<file path="src/rtl/delay_pipe_receiver_if.sv">
// Bundle of request-credit, response-capture and downstream ready/valid signals
// for the fixed-latency delay pipe receiver.
interface delay_pipe_receiver_if #(
   parameter int WIDTH = 36,
   parameter int DEPTH = 8
);
   localparam int CW = $clog2(DEPTH) + 1;

   logic             req_valid;
   logic             req_ready;
   logic             resp_valid;
   logic [WIDTH-1:0] resp_bits;
   logic             out_valid;
   logic             out_ready;
   logic [WIDTH-1:0] out_bits;
   logic [CW-1:0]    count;
   logic [CW-1:0]    inflight;
   logic             err_overflow;
   logic             err_timing;

   modport master (
      output req_valid, resp_valid, resp_bits, out_ready,
      input  req_ready, out_valid, out_bits, count, inflight, err_overflow, err_timing
   );

   modport slave (
      input  req_valid, resp_valid, resp_bits, out_ready,
      output req_ready, out_valid, out_bits, count, inflight, err_overflow, err_timing
   );
endinterface

</file>
<file path="src/rtl/delay_pipe_receiver.sv">
// Receive endpoint of a fixed-latency delay pipe: credit issue, response FIFO,
// and a shadow token pipe that flags responses arriving off-schedule.
module delay_pipe_receiver #(
   parameter int WIDTH   = 36,
   parameter int LATENCY = 5,
   parameter int DEPTH   = 8
) (
   input logic                 clock,
   input logic                 reset,
   delay_pipe_receiver_if.slave io
);
   localparam int AW  = $clog2(DEPTH);
   localparam int CW  = AW + 1;
   localparam int CW1 = CW + 1;
   localparam logic [CW-1:0] FULL    = CW'(DEPTH);
   localparam logic [CW:0]   CREDITS = CW1'(DEPTH);

   logic [WIDTH-1:0]   mem [DEPTH];
   logic [AW-1:0]      wr_ptr;
   logic [AW-1:0]      rd_ptr;
   logic [CW-1:0]      count;
   logic [CW-1:0]      inflight;
   logic [LATENCY-1:0] tokens;
   logic               err_overflow;
   logic               err_timing;

   logic        req_ready;
   logic        accept;
   logic        expected;
   logic        full;
   logic        enq;
   logic        deq;
   logic        dec;
   logic [CW:0] committed;

   // NOTE: every signal gets its value on every pass through always_comb, so no latch can be inferred.
   always_comb begin
      committed = {1'b0, inflight} + {1'b0, count};
      req_ready = committed < CREDITS;
      accept    = io.req_valid && req_ready;
      expected  = tokens[LATENCY-1];
      full      = count == FULL;
      enq       = io.resp_valid && !full;
      deq       = (count != '0) && io.out_ready;
      dec       = io.resp_valid && (inflight != '0);
   end

   // NOTE: state registers use non-blocking assignments so every flop samples pre-edge values.
   always_ff @(posedge clock or posedge reset) begin
      if (reset) begin
         tokens       <= '0;
         count        <= '0;
         inflight     <= '0;
         wr_ptr       <= '0;
         rd_ptr       <= '0;
         err_overflow <= 1'b0;
         err_timing   <= 1'b0;
      end else begin
         tokens[0] <= accept;
         for (int i = 1; i < LATENCY; i++) tokens[i] <= tokens[i-1];

         if (io.resp_valid != expected) err_timing <= 1'b1;
         if (io.resp_valid && full)     err_overflow <= 1'b1;

         if (enq) wr_ptr <= wr_ptr + AW'(1);
         if (deq) rd_ptr <= rd_ptr + AW'(1);

         unique case ({enq, deq})
            2'b10:   count <= count + CW'(1);
            2'b01:   count <= count - CW'(1);
            default: count <= count;
         endcase

         // A response with nothing outstanding still lands in the FIFO but must not wrap inflight.
         unique case ({accept, dec})
            2'b10:   inflight <= inflight + CW'(1);
            2'b01:   inflight <= inflight - CW'(1);
            default: inflight <= inflight;
         endcase
      end
   end

   // NOTE: storage is deliberately left out of reset; count gates what is visible.
   always_ff @(posedge clock) begin
      if (enq) mem[wr_ptr] <= io.resp_bits;
   end

   assign io.req_ready    = req_ready;
   assign io.out_valid    = count != '0;
   assign io.out_bits     = mem[rd_ptr];
   assign io.count        = count;
   assign io.inflight     = inflight;
   assign io.err_overflow = err_overflow;
   assign io.err_timing   = err_timing;
endmodule

</file>
<file path="src/flat_wrapper.sv">
// flat-port wrapper written by rule: the top's interface ports become plain ports
module delay_pipe_receiver_flat 
#(
   parameter int WIDTH   = 36,
   parameter int LATENCY = 5,
   parameter int DEPTH   = 8
)
  (clock, reset, io_req_valid, io_resp_valid, io_resp_bits, io_out_ready, io_req_ready, io_out_valid, io_out_bits, io_count, io_inflight, io_err_overflow, io_err_timing);
  delay_pipe_receiver_if #(.WIDTH(WIDTH), .DEPTH(DEPTH)) io_i ();
  input logic clock;
  input logic reset;
  input wire logic [$bits(io_i.req_valid)-1:0] io_req_valid;
  input wire logic [$bits(io_i.resp_valid)-1:0] io_resp_valid;
  input wire logic [$bits(io_i.resp_bits)-1:0] io_resp_bits;
  input wire logic [$bits(io_i.out_ready)-1:0] io_out_ready;
  output wire logic [$bits(io_i.req_ready)-1:0] io_req_ready;
  output wire logic [$bits(io_i.out_valid)-1:0] io_out_valid;
  output wire logic [$bits(io_i.out_bits)-1:0] io_out_bits;
  output wire logic [$bits(io_i.count)-1:0] io_count;
  output wire logic [$bits(io_i.inflight)-1:0] io_inflight;
  output wire logic [$bits(io_i.err_overflow)-1:0] io_err_overflow;
  output wire logic [$bits(io_i.err_timing)-1:0] io_err_timing;
  assign io_i.req_valid = io_req_valid;
  assign io_i.resp_valid = io_resp_valid;
  assign io_i.resp_bits = io_resp_bits;
  assign io_i.out_ready = io_out_ready;
  assign io_req_ready = io_i.req_ready;
  assign io_out_valid = io_i.out_valid;
  assign io_out_bits = io_i.out_bits;
  assign io_count = io_i.count;
  assign io_inflight = io_i.inflight;
  assign io_err_overflow = io_i.err_overflow;
  assign io_err_timing = io_i.err_timing;
  delay_pipe_receiver #(.WIDTH(WIDTH), .LATENCY(LATENCY), .DEPTH(DEPTH)) u_core (.clock(clock), .reset(reset), .io(io_i));
endmodule
</file>
<file path="config.mk">
export PLATFORM = sky130hd
export DESIGN_NAME = delay_pipe_receiver_flat
export DESIGN_NICKNAME = d
export VERILOG_FILES = /design/src/rtl/delay_pipe_receiver_if.sv /design/src/rtl/delay_pipe_receiver.sv /design/src/flat_wrapper.sv
export SDC_FILE = /design/constraint.sdc
export NUM_CORES = 1
export LEC_CHECK = 0
export CAP_MARGIN = 10
export CORE_MARGIN = 5
export CORE_UTILIZATION = 35
export DETAILED_ROUTE_END_ITERATION = 8
export PLACE_DENSITY_LB_ADDON = 0.2
export REMOVE_ABC_BUFFERS = 1
export SKIP_CTS_REPAIR_TIMING = 1
export SYNTH_ARGS = -nofsm -noshare
export SYNTH_HDL_FRONTEND = slang
export SYNTH_SLANG_ARGS = --single-unit
</file>
<file path="constraint.sdc">
create_clock -name clock -period 9.8 [get_ports clock]
set_input_delay 0.98 -clock clock [delete_from_list [all_inputs] [get_ports clock]]
set_output_delay 0.98 -clock clock [all_outputs]
set_load 0.05 [all_outputs]
</file>
# --- Word-level counts from Yosys, hierarchy flattened ---
# Memories as Yosys holds them, arrays and structs flattened.
# Index checks and enable logic that the tools add are counted.
totals:
  register_bits: 21
  ramBits: 288
  out_inout_bits: 48
  wordCells: 36
  n_memories: 1
op_classes:
  add_sub_neg: 7
  n_lt_le_gt_ge: 1
  n_eq_ne: 6
  mux: 4
  reduce_logical: 10
memory_table:
  columns: ["name", "depth", "word_bits", "rd", "rd_ports_with_merged_regs", "write_ports", "line", "text"]
  rows:
  - ["u_core.mem", 8, 36, 1, 0, 1, "delay_pipe_receiver.sv:18", "logic [WIDTH-1:0] mem [DEPTH];"]
ops:
  columns: ["operator", "count"]
  rows:
  - ["$pmux 4 s2", 2]
  - ["$add 4x1->4 const B", 2]
  - ["$reduce_bool 4->1", 2]
  - ["$sub 4x1->4 const B", 2]
  - ["$add 3x1->3 const B", 2]
  - ["$add 4x4->5", 1]
  - ["$logic_and 1x1->1", 5]
  - ["$lt 5x4->1 const B", 1]
  - ["$eq 2x1->1 const B", 2]
  - ["$eq 2x2->1 const B", 2]
  - ["$eq 4x4->1 const B", 1]
  - ["$reduce_bool 2->1", 2]
  - ["$mux 1", 2]
  - ["$logic_not 1->1", 1]
  - ["$ne 1x1->1", 1]

# --- Depth between registers and ports, before layout ---
# Gate-level depths: netlist (run 1).
depth:
  ltp_word: 5
  mapped_depth: 9
  mapped_depth_nobuf: 9

# --- Worst setup path after synthesis (run 1) ---
# No wires, ideal clock.
synth_timing:
  path_type: "register to register"
  start: "reg u_core.count[1] (netlist: u_core.io.count[1])"
  end: "reg u_core.inflight[3] (netlist: u_core.io.inflight[3])"
  setup_ps: 134
  t_arrival_ps: 4092
  t_required_ps: 9666
  slack_ps: 5574
  path_stages_with_launch: 10
  path_buffers: 0
  cell_sequence: "dfrtp_1 -> ha_1 -> a31o_2 -> a2111oi_2 -> nand2_1 -> ha_1 -> ha_1 -> or4b_2 -> o311ai_0 -> o211ai_1"
synth_via:
  elab_chain_cells: 5
  word_cells_on_any_way: 7
  cone_classes: "add/sub: 1; order compare: 1; eq/ne: 2; mux: 1; reduce/logical: 2"
synth_lines:
  columns: ["element", "line", "text"]
  rows:
  - ["start: declaration", "delay_pipe_receiver.sv:21", "logic [CW-1:0] count;"]
  - ["start signal: assignment", "delay_pipe_receiver.sv:69", "2'b10: count <= count + CW'(1);"]
  - ["start signal: assignment", "delay_pipe_receiver.sv:70", "2'b01: count <= count - CW'(1);"]
  - ["start signal: assignment", "delay_pipe_receiver.sv:71", "default: count <= count;"]
  - ["$add 4x4->5 (*)", "delay_pipe_receiver.sv:38", "committed = {1'b0, inflight} + {1'b0, count};"]
  - ["$lt 5x4->1 (*)", "delay_pipe_receiver.sv:39", "req_ready = committed < CREDITS;"]
  - ["net io_req_ready", "flat_wrapper.sv:16", "output wire logic [$bits(io_i.req_ready)-1:0] io_req_ready;"]
  - ["$logic_and 1x1->1 (*)", "delay_pipe_receiver.sv:40", "accept = io.req_valid && req_ready;"]
  - ["$eq 2x1->1 / $eq 2x2->1 (equally long branches)", "delay_pipe_receiver.sv:75", "unique case ({accept, dec})"]
  - ["$pmux 4 s2 / $reduce_bool 2->1 (equally long branches)", null, null]
  - ["end signal: assignment", "delay_pipe_receiver.sv:76", "2'b10: inflight <= inflight + CW'(1);"]
  - ["end signal: assignment", "delay_pipe_receiver.sv:77", "2'b01: inflight <= inflight - CW'(1);"]
  - ["end signal: assignment", "delay_pipe_receiver.sv:78", "default: inflight <= inflight;"]
  - ["end: declaration", "delay_pipe_receiver.sv:22", "logic [CW-1:0] inflight;"]
# Mark *: on every way through the listed nets, which the timed path passes. The rest lies on a longest branch.
# A chain may end at the register's enable or synchronous reset.

# --- Worst setup path in the final report (run 1) ---
layout_timing:
  start: "reg u_core.rd_ptr[0]"
  end: "out io_out_bits[19]"
layout_via:
  elab_chain_cells: 1
layout_lines:
  columns: ["element", "line", "text"]
  rows:
  - ["start: declaration", "delay_pipe_receiver.sv:20", "logic [AW-1:0] rd_ptr;"]
  - ["start signal: assignment", "delay_pipe_receiver.sv:66", "if (deq) rd_ptr <= rd_ptr + AW'(1);"]
  - ["$mem_v2 8x36", null, null]
  - ["end: declaration", "flat_wrapper.sv:18", "output wire logic [$bits(io_i.out_bits)-1:0] io_out_bits;"]
# Every way passes these cells.

==> flow_summary.json, run 1 <==
{
  "status": "complete, no violations",
  "cp_slowest_cell": "buf_4",
  "rows": 68,
  "worst_slack_ns": 5.11,
  "cts.sinks": 309,
  "ant_nets": 0,
  "first_pass_iters": 4,
  "synth.cells.most_frequent": "288 x edfxtp_1, 57 x mux4_1, 40 x mux2_2",
  "synth_top_area_cell": "edfxtp_1",
  "fillers": 2999,
  "holdWs_ns": 0.346,
  "synthArstFlopShare_pct": 6.80,
  "cp.arrival_ns": 3.71,
  "synth_top_area_share_pct": 70.5,
  "grt_max_degree": 75,
  "die_w_um": 197,
  "max_stage_delay_ns": 0.78,
  "end_kind": "output pin",
  "cts_tree": "done",
  "worst_clock_skew_ns": 0.0184,
  "drive_gt1_share_pct": 20.5,
  "clk_pin_slew_ns": 0.06,
  "h-tree-depth": 2,
  "crit_chain": "buf_4, mux4_1, mux2_2, clkdlybuf4s50_1",
  "gp_congestion": 0.698,
  "startpoint_type": "flop",
  "hold_path_class": "flop to flop",
  "ys_ff_latch": 309,
  "fin_crit_ns": 4.69,
  "grt_pass1_vias": 6125,
  "gr-usage-all-layers_pct": 13.0,
  "crit_buf_inv": 2,
  "die_height_um": 197,
  "finalPower_mw": 5.10,
  "grt_overflow": 0,
  "place_hpwl_mm": 13.8,
  "diodes": 0,
  "finalCritPeriodShare_pct": 47.9,
  "p_leak_nw": 5.00,
  "syn_inst": 532,
  "syn_area_mm2": 0.0123,
  "synth_area_leaders": "edfxtp_1 71%, mux4_1 12%, dfrtp_1 4.3%, mux2_2 3.7%, mux4_2 2.8%",
  "timing.setup.tns_ns": 0,
  "nets": 702,
  "critPathRequiredTime_ns": 8.82,
  "start_util_pct": 35.5,
  "synth_edf_count": 288,
  "syn_to_final_growth_pct": 22.1,
  "ys_types": 37,
  "cts_made_buffers": 36,
  "vias_per_cell": 4.97,
  "wl_per_cell_um": 22.2,
  "crit_fanout": 48,
  "crit_family": "buffers and inverters",
  "powerDensity_mw_per_mm2": 341,
  "drv_cap": 0,
  "synth_flop_cell": "edfxtp_1",
  "grt_pass1_wl_mm": 38.1,
  "antenna_found_initial": 1,
  "core_region_area_mm2": 0.0345,
  "top_level_ports": 89,
  "dieArea_mm2": 0.0389,
  "fmax_mhz": 213,
  "place_ws_ns": 5.54,
  "worst_pin_slew_ns": 1.06,
  "vias": 5607,
  "rsz0062_at_grt": "false",
  "yosysSeqAreaShare_pct": 74.8,
  "drt-initial-drc-count": 229,
  "numPortBuffers": 88,
  "slew_headroom_pct": 29.2,
  "drc": 0,
  "avgSynthCellArea_um2": 23.0,
  "finalMaxSlewViolations": 0,
  "cts_root_buffer": "clkbuf_16",
  "setup_viol": 0,
  "synth_most_common_cell": "edfxtp_1",
  "cts_buffer_depth": 3,
  "clk_latency_ns": 0.51,
  "max-vdd-ir-drop_v": 0.000251,
  "path_class": "flop to output pin",
  "wirelength_mm": 25.1,
  "hold_viol": 0,
  "yosys_warnings": 0
}
[logic make-up (layout without fill, tap and decap cells)]
| family | count (synthesis) | in the layout | synth area share (%) |
|---|---|---|---|
| simple gates | 39 | 39 | 1.83 |
| fa+ha+maj | 13 | 13 | 1.45 |
| mux | 113 | 113 | 18.7 |
| compound gates | 16 | 16 | 0.990 |
| xor+xnor | 9 | 9 | 0.643 |
| buf+inv | 33 | 175 | 1.53 |
| flops | 309 | 309 | 74.8 |
[per-stage QoR]
stage	instances	util, %	instance area (um^2)
after global placement	1065	39.7	13700
after CTS	1129	43.3	15000
after detailed placement	1065	39.7	13700
final	1129	43.3	15000
after floorplan	510	-	12100
after global routing	1129	43.3	15000
[registers in the layout (all words and copies together) (netlist names)]
name and cells:
u_core.mem 288, u_core.tokens 5, u_core.io.count 4, u_core.io.inflight 4
u_core.rd_ptr 3, u_core.wr_ptr 3, u_core.io.err_overflow 1, u_core.io.err_timing 1
[placed cells by master, fill, tap and decap left out, drive strengths merged, types with 2 or more instances in the layout]
cell type      count
clkdlybuf4s50     88
buf               12
xnor2              7
clkbuf            44
dfrtp             21
mux2              40
nor3b              5
o311ai             2
nand2b             3
nand2              7
nor2               8
o21ai              3
a2111o             2
fa                 2
xor2               2
nor3               2
ha                11
clkinvlp           2
inv               15
o211ai             2
bufinv             7
or4b               3
clkinv             7
edfxtp           288
a21oi              4
mux4              72
nand3              6
[area by class of cell]
class	count	area, um^2	area share [%]
sequential	309	9180	61.4
multi-input combinational	190	2950	19.7
timing repair buffer	100	971	6.49
clock buffer	44	952	6.36
tap	455	569	3.80
clock inverter	20	294	1.97
inverter	11	41.3	0.276
[report_power, final]
part / internal, mW / switching, mW
clock: 0.881 / 0.504
combinational: 0.777 / 1.10
sequential: 1.67 / 0.168
total: 3.33 / 1.77
[routing by layer]
metal / up-vias / GRT usage [%] / part of all wire, %
li1: 2525 / - / -
met1: 2920 / 16.9 / 43
met2: 125 / 22.2 / 51
met3: 35 / 2.88 / 4.4
met4: 2 / 3.24 / 1.6
met5: - / 0 / 0.052
[final timing paths]
path | start | slack [ns] | depth (start not counted) | endpoint
min reg2reg | u_core.tokens[0] | 0.35 | 0 | u_core.tokens[1]
max | u_core.rd_ptr[0] | 5.11 | 4 | io_out_bits[19]
max in group asynchronous | reset | 8.24 | 2 | u_core.rd_ptr[1]
min | u_core.tokens[0] | 0.35 | 0 | u_core.tokens[1]
max reg2reg | u_core.io.inflight[1] | 6.50 | 9 | u_core.io.inflight[3]
min in group asynchronous | reset | 0.95 | 2 | u_core.wr_ptr[0]
Power figures use the tool's default switching activity.
==> inputs of run 2 (changes only) <==
clock period = 4.35 ns   (was 9.8 ns; I/O delays follow)
==> run 2 against run 1 <==
Wire length rose by 0.71%. Die area did not move. Count of clock-buffer cells in the layout unchanged. Clock power increased by 87%. Clock skew increased by 0.0032 ns. Worst hold slack barely moved.
==> flow_summary.json, run 2 (same netlist as run 1, synthesis figures left out) <==
{
  "rsz0062_at_grt": "false",
  "worst_clock_skew_ns": 0.0216,
  "grt_max_degree": 75,
  "startpoint_type": "flop",
  "gr-usage-all-layers_pct": 13.1,
  "cts_tree": "done",
  "vias_per_cell": 5.02,
  "drive_gt1_share_pct": 19.6,
  "core_region_area_mm2": 0.0345,
  "syn_to_final_growth_pct": 20.9,
  "largest_register_ffs": 288,
  "die_height_um": 197,
  "fmax_mhz": 274,
  "rows": 68,
  "cts_made_buffers": 34,
  "status": "complete, no violations",
  "worst_pin_slew_ns": 1.07,
  "gp_congestion": 0.678,
  "final_cell_mix": "288 x edfxtp_1, 88 x clkdlybuf4s50_1, 57 x mux4_1",
  "p_leak_nw": 4.92,
  "cts.sinks": 309,
  "first_pass_iters": 4,
  "cts_buffer_depth": 3,
  "vias": 5669,
  "path_class": "flop to output pin",
  "grt_pass1_wl_mm": 38.4,
  "clk_pin_slew_ns": 0.06,
  "layout_commonest_cell": "edfxtp_1",
  "finalCritPeriodShare_pct": 83.8,
  "cp.arrival_ns": 3.21,
  "crit_fanout": 24,
  "ant_nets": 0,
  "biggestRegsByFlops": "u_core.mem (288), u_core.tokens (5)",
  "setup_viol": 0,
  "critPathRequiredTime_ns": 3.91,
  "dp_cells": 1068,
  "grt_pass1_vias": 6219,
  "grt_overflow": 0,
  "fin_crit_ns": 3.64,
  "max_flop_register": "u_core.mem",
  "nets": 703,
  "finalMaxSlewViolations": 0,
  "slew_headroom_pct": 28.6,
  "wirelength_mm": 25.2,
  "h-tree-depth": 2,
  "powerDensity_mw_per_mm2": 744,
  "diodes": 0,
  "clk_latency_ns": 0.51,
  "hold_path_class": "flop to flop",
  "end_kind": "output pin",
  "numPortBuffers": 88,
  "max-vdd-ir-drop_v": 0.000664,
  "dieArea_mm2": 0.0389,
  "hold_viol": 0,
  "die_w_um": 197,
  "start_util_pct": 35.5,
  "cts_root_buffer": "clkbuf_16",
  "wl_per_cell_um": 22.4,
  "drv_cap": 0,
  "place_hpwl_mm": 14.2,
  "drt-initial-drc-count": 261,
  "timing.setup.tns_ns": 0,
  "antenna_found_initial": 1,
  "instances_no_fill": 1129,
  "drc": 0,
  "top_level_ports": 89
}
## run 2: cell type report
| type | instances | area, um^2 |
|---|---|---|
| clock buffers | 44 | 910 |
| well taps | 455 | 569 |
| clock inverters | 17 | 108 |
| flip-flops and latches | 309 | 9180 |
| fillers | 2996 | 19700 |
| repair buffers | 103 | 1060 |
| inverters | 11 | 41.3 |
| multi-input cells | 190 | 2950 |
## run 2: through the flow
| step | power (mW) | instance area, um^2 | hold slack [ns] | utilization, % | setup slack, ns |
|---|---|---|---|---|---|
| after floorplan | 7.10 | 12100 | 0.331 | - | 0.124 |
| after global placement | 8.54 | 13800 | 0.334 | 40.0 | 1.14 |
| after detailed placement | 8.60 | 13800 | 0.337 | 40.0 | 1.10 |
| after CTS | 11.2 | 14800 | 0.347 | 42.9 | 0.594 |
| after global routing | 11.6 | 14800 | 0.359 | 42.9 | 0.539 |
| final | 11.0 | 14800 | 0.346 | 42.9 | 0.705 |
## run 2: critical path: stages (launching register included)
cell and delay, ns:
dfrtp_4 0.72, buf_4 0.40, mux4_1 0.59, mux2_2 0.29, clkdlybuf4s50_1 0.71
## run 2: power by group
part | total (mW) | switching, mW | internal (mW)
registers | 4.19 | 0.421 | 3.77
logic | 4.26 | 2.46 | 1.80
clock network | 2.58 | 1.10 | 1.49
total | 11.0 | 3.98 | 7.05
## run 2: path summary, 6_finish.rpt
kind	startpoint	endpoint	slack [ns]	cells past startpoint
setup / recovery	u_core.rd_ptr[0]	io_out_bits[11]	0.71	4
hold / removal	u_core.tokens[3]	u_core.tokens[4]	0.35	0
setup reg to reg	u_core.io.count[1]	u_core.io.inflight[3]	1.08	9
hold reg to reg	u_core.tokens[3]	u_core.tokens[4]	0.35	0
max in group asynchronous	reset	u_core.rd_ptr[0]	3.34	2
min in group asynchronous	reset	u_core.wr_ptr[1]	0.39	2
## run 2: routing by layer
metal	wire length, um	part of all wire (%)	GRT usage [%]
met2	13100	52	23.1
met4	401	1.6	3.29
met1	10600	42	16.5
met3	1090	4.3	2.87
met5	20	0.079	0
==> inputs of run 3 (changes only) <==
clock period = 3.6 ns   (was 4.35 ns; I/O delays follow)
==> run 3 against run 2 <==
Register-to-register slack got worse by 0.74 ns. Count of clock-buffer cells in the layout decreased by 2. Cell area increased by 0.87%. First-iteration DRC count decreased by 15%. Combinational power increased by 26%. Sequential power increased by 17%. Sequential share of layout area decreased by 0.53 points. Worst hold slack got worse by 0.017 ns. Via count decreased by 1.3%. Non-clock buffer count increased by 1. Final cell count decreased by 0.18%. Wire length increased by 0.29%.
==> flow_summary.json, run 3 (same netlist as run 1, synthesis figures left out) <==
{
  "syn_to_final_growth_pct": 21.9,
  "layout_commonest_cell": "edfxtp_1",
  "place_ws_ns": 0.366,
  "gr-usage-met3_pct": 2.85,
  "reg2reg_from": "u_core.io.inflight[1]",
  "worst_clock_skew_ns": 0.0125,
  "die_w_um": 197,
  "drive_gt1_share_pct": 19.6,
  "r2r_cells": 9,
  "setup_viol": 0,
  "wirelength_mm": 25.3,
  "slew_headroom_pct": 43.9,
  "start_util_pct": 35.5,
  "wl_per_cell_um": 22.5,
  "crit_chain": "buf_12, mux4_1, mux2_2, clkdlybuf4s50_1",
  "cts.sinks": 309,
  "finalMaxSlewViolations": 0,
  "final_cell_mix": "288 x edfxtp_1, 88 x clkdlybuf4s50_1, 57 x mux4_1",
  "vias": 5594,
  "antenna_found_initial": 1,
  "ant_nets": 0,
  "core_region_area_mm2": 0.0345,
  "regToRegEndpoint": "u_core.io.inflight[3]",
  "fin_crit_ns": 3.39,
  "finalCritPeriodShare_pct": 94.1,
  "grt_pass1_wl_mm": 38.3,
  "rrSetupSlack_ns": 0.34,
  "biggestRegsByFlops": "u_core.mem (288), u_core.tokens (5)",
  "largest_register_ffs": 288,
  "rsz0062_at_grt": "false",
  "h-tree-depth": 2,
  "drt-initial-drc-count": 221,
  "cp_slowest_cell": "clkdlybuf4s50_1",
  "met1_usage_pct": 17.1,
  "end_kind": "output pin",
  "cts_buffer_depth": 3,
  "grt_pass1_vias": 6102,
  "max_stage_delay_ns": 0.71,
  "max_flop_register": "u_core.mem",
  "worst_slack_ns": 0.213,
  "clk_pin_slew_ns": 0.06,
  "first_pass_iters": 4,
  "stdcell_area_mm2": 0.0149,
  "top_usage_layer": "met2",
  "critPathRequiredTime_ns": 3.24,
  "gp_congestion": 0.721,
  "top_level_ports": 89,
  "p_leak_nw": 4.98,
  "crit_fanout": 38,
  "grt_util_met2_pct": 22.5,
  "path_class": "flop to output pin",
  "gr-usage-all-layers_pct": 13.1,
  "die_height_um": 197,
  "numPortBuffers": 88,
  "startpoint_type": "flop",
  "clk_latency_ns": 0.49,
  "diodes": 0,
  "drv_cap": 0,
  "place_hpwl_mm": 14.1,
  "cts_root_buffer": "clkbuf_16",
  "cp.arrival_ns": 3.03,
  "worst_pin_slew_ns": 0.840,
  "status": "complete, no violations",
  "placed_area_mm2": 0.0139,
  "vias_per_cell": 4.96,
  "grt_overflow": 0,
  "rows": 68,
  "powerDensity_mw_per_mm2": 910,
  "finalPower_mw": 13.6,
  "hold_path_class": "input pin to async pin",
  "cts_tree": "done",
  "fmax_mhz": 295,
  "max-vdd-ir-drop_v": 0.000661,
  "drc": 0,
  "dieArea_mm2": 0.0389,
  "grt_max_degree": 39,
  "fillers": 3014,
  "timing.setup.tns_ns": 0,
  "cts_made_buffers": 34,
  "hold_viol": 0,
  "nets": 704
}
run 3: cell count changes in the layout (fill, tap and decap cells not counted), sizes merged:
cell,previous run,this run
clkinvlp,2,0
clkinv,15,13
clkbuf,44,42
buf,15,16
bufinv,0,3
run 3: power by group:
| group | switching [mW] | internal [mW] | total (mW) | leakage [nW] |
|---|---|---|---|---|
| registers | 0.347 | 4.55 | 4.90 | 2.86 |
| logic | 3.15 | 2.21 | 5.36 | 1.58 |
| clock network | 1.28 | 2.06 | 3.35 | 0.534 |
run 3: worst max-delay path by stage:
stage / start / endpoint / slack [ns] / depth (start not counted)
after CTS: u_core.rd_ptr[1] / io_out_bits[6] / 0.11 / 4
after floorplan: u_core.io.count[1] / u_core.io.inflight[3] / -0.63 / 9
after detailed placement: u_core.io.inflight[1] / u_core.io.inflight[3] / 0.37 / 9
final: u_core.rd_ptr[0] / io_out_bits[31] / 0.21 / 4
after global routing: u_core.rd_ptr[1] / io_out_bits[6] / 0.07 / 4
after global placement: u_core.io.inflight[1] / u_core.io.inflight[3] / 0.41 / 9
run 3: through the flow:
| stage | cells | hold WS, ns | utilization [%] |
|---|---|---|---|
| global route | 1127 | 0.364 | 43.3 |
| CTS | 1127 | 0.339 | 43.3 |
| finish | 1127 | 0.329 | 43.3 |
| global placement | 1069 | 0.333 | 40.1 |
| detailed placement | 1069 | 0.339 | 40.1 |
| floorplan | 510 | 0.331 | - |
run 3: layer usage:
metal / part of all wire [%] / routed length, um
met1: 43 / 11000
met2: 50 / 12800
met3: 4.3 / 1080
met4: 1.8 / 448
met5: 0.043 / 11
run 3: worst max-delay path, delay by kind of cell, from the launching register on:
kind	cells	cell delay [ns]
buffers and inverters	2	1.01
multiplexers	2	0.90
flip-flops	1	0.58
run 3: area by class of cell:
cell class                      count  area [um^2]  share of cell area (%)
Clock buffer                       42          945                    6.32
Clock inverter                     16          144                   0.963
Inverter                           11         41.3                   0.276
Multi-Input combinational cell    190         2950                    19.8
Sequential cell                   309         9180                    61.4
Tap cell                          455          569                    3.81
Timing Repair Buffer              104         1110                    7.45
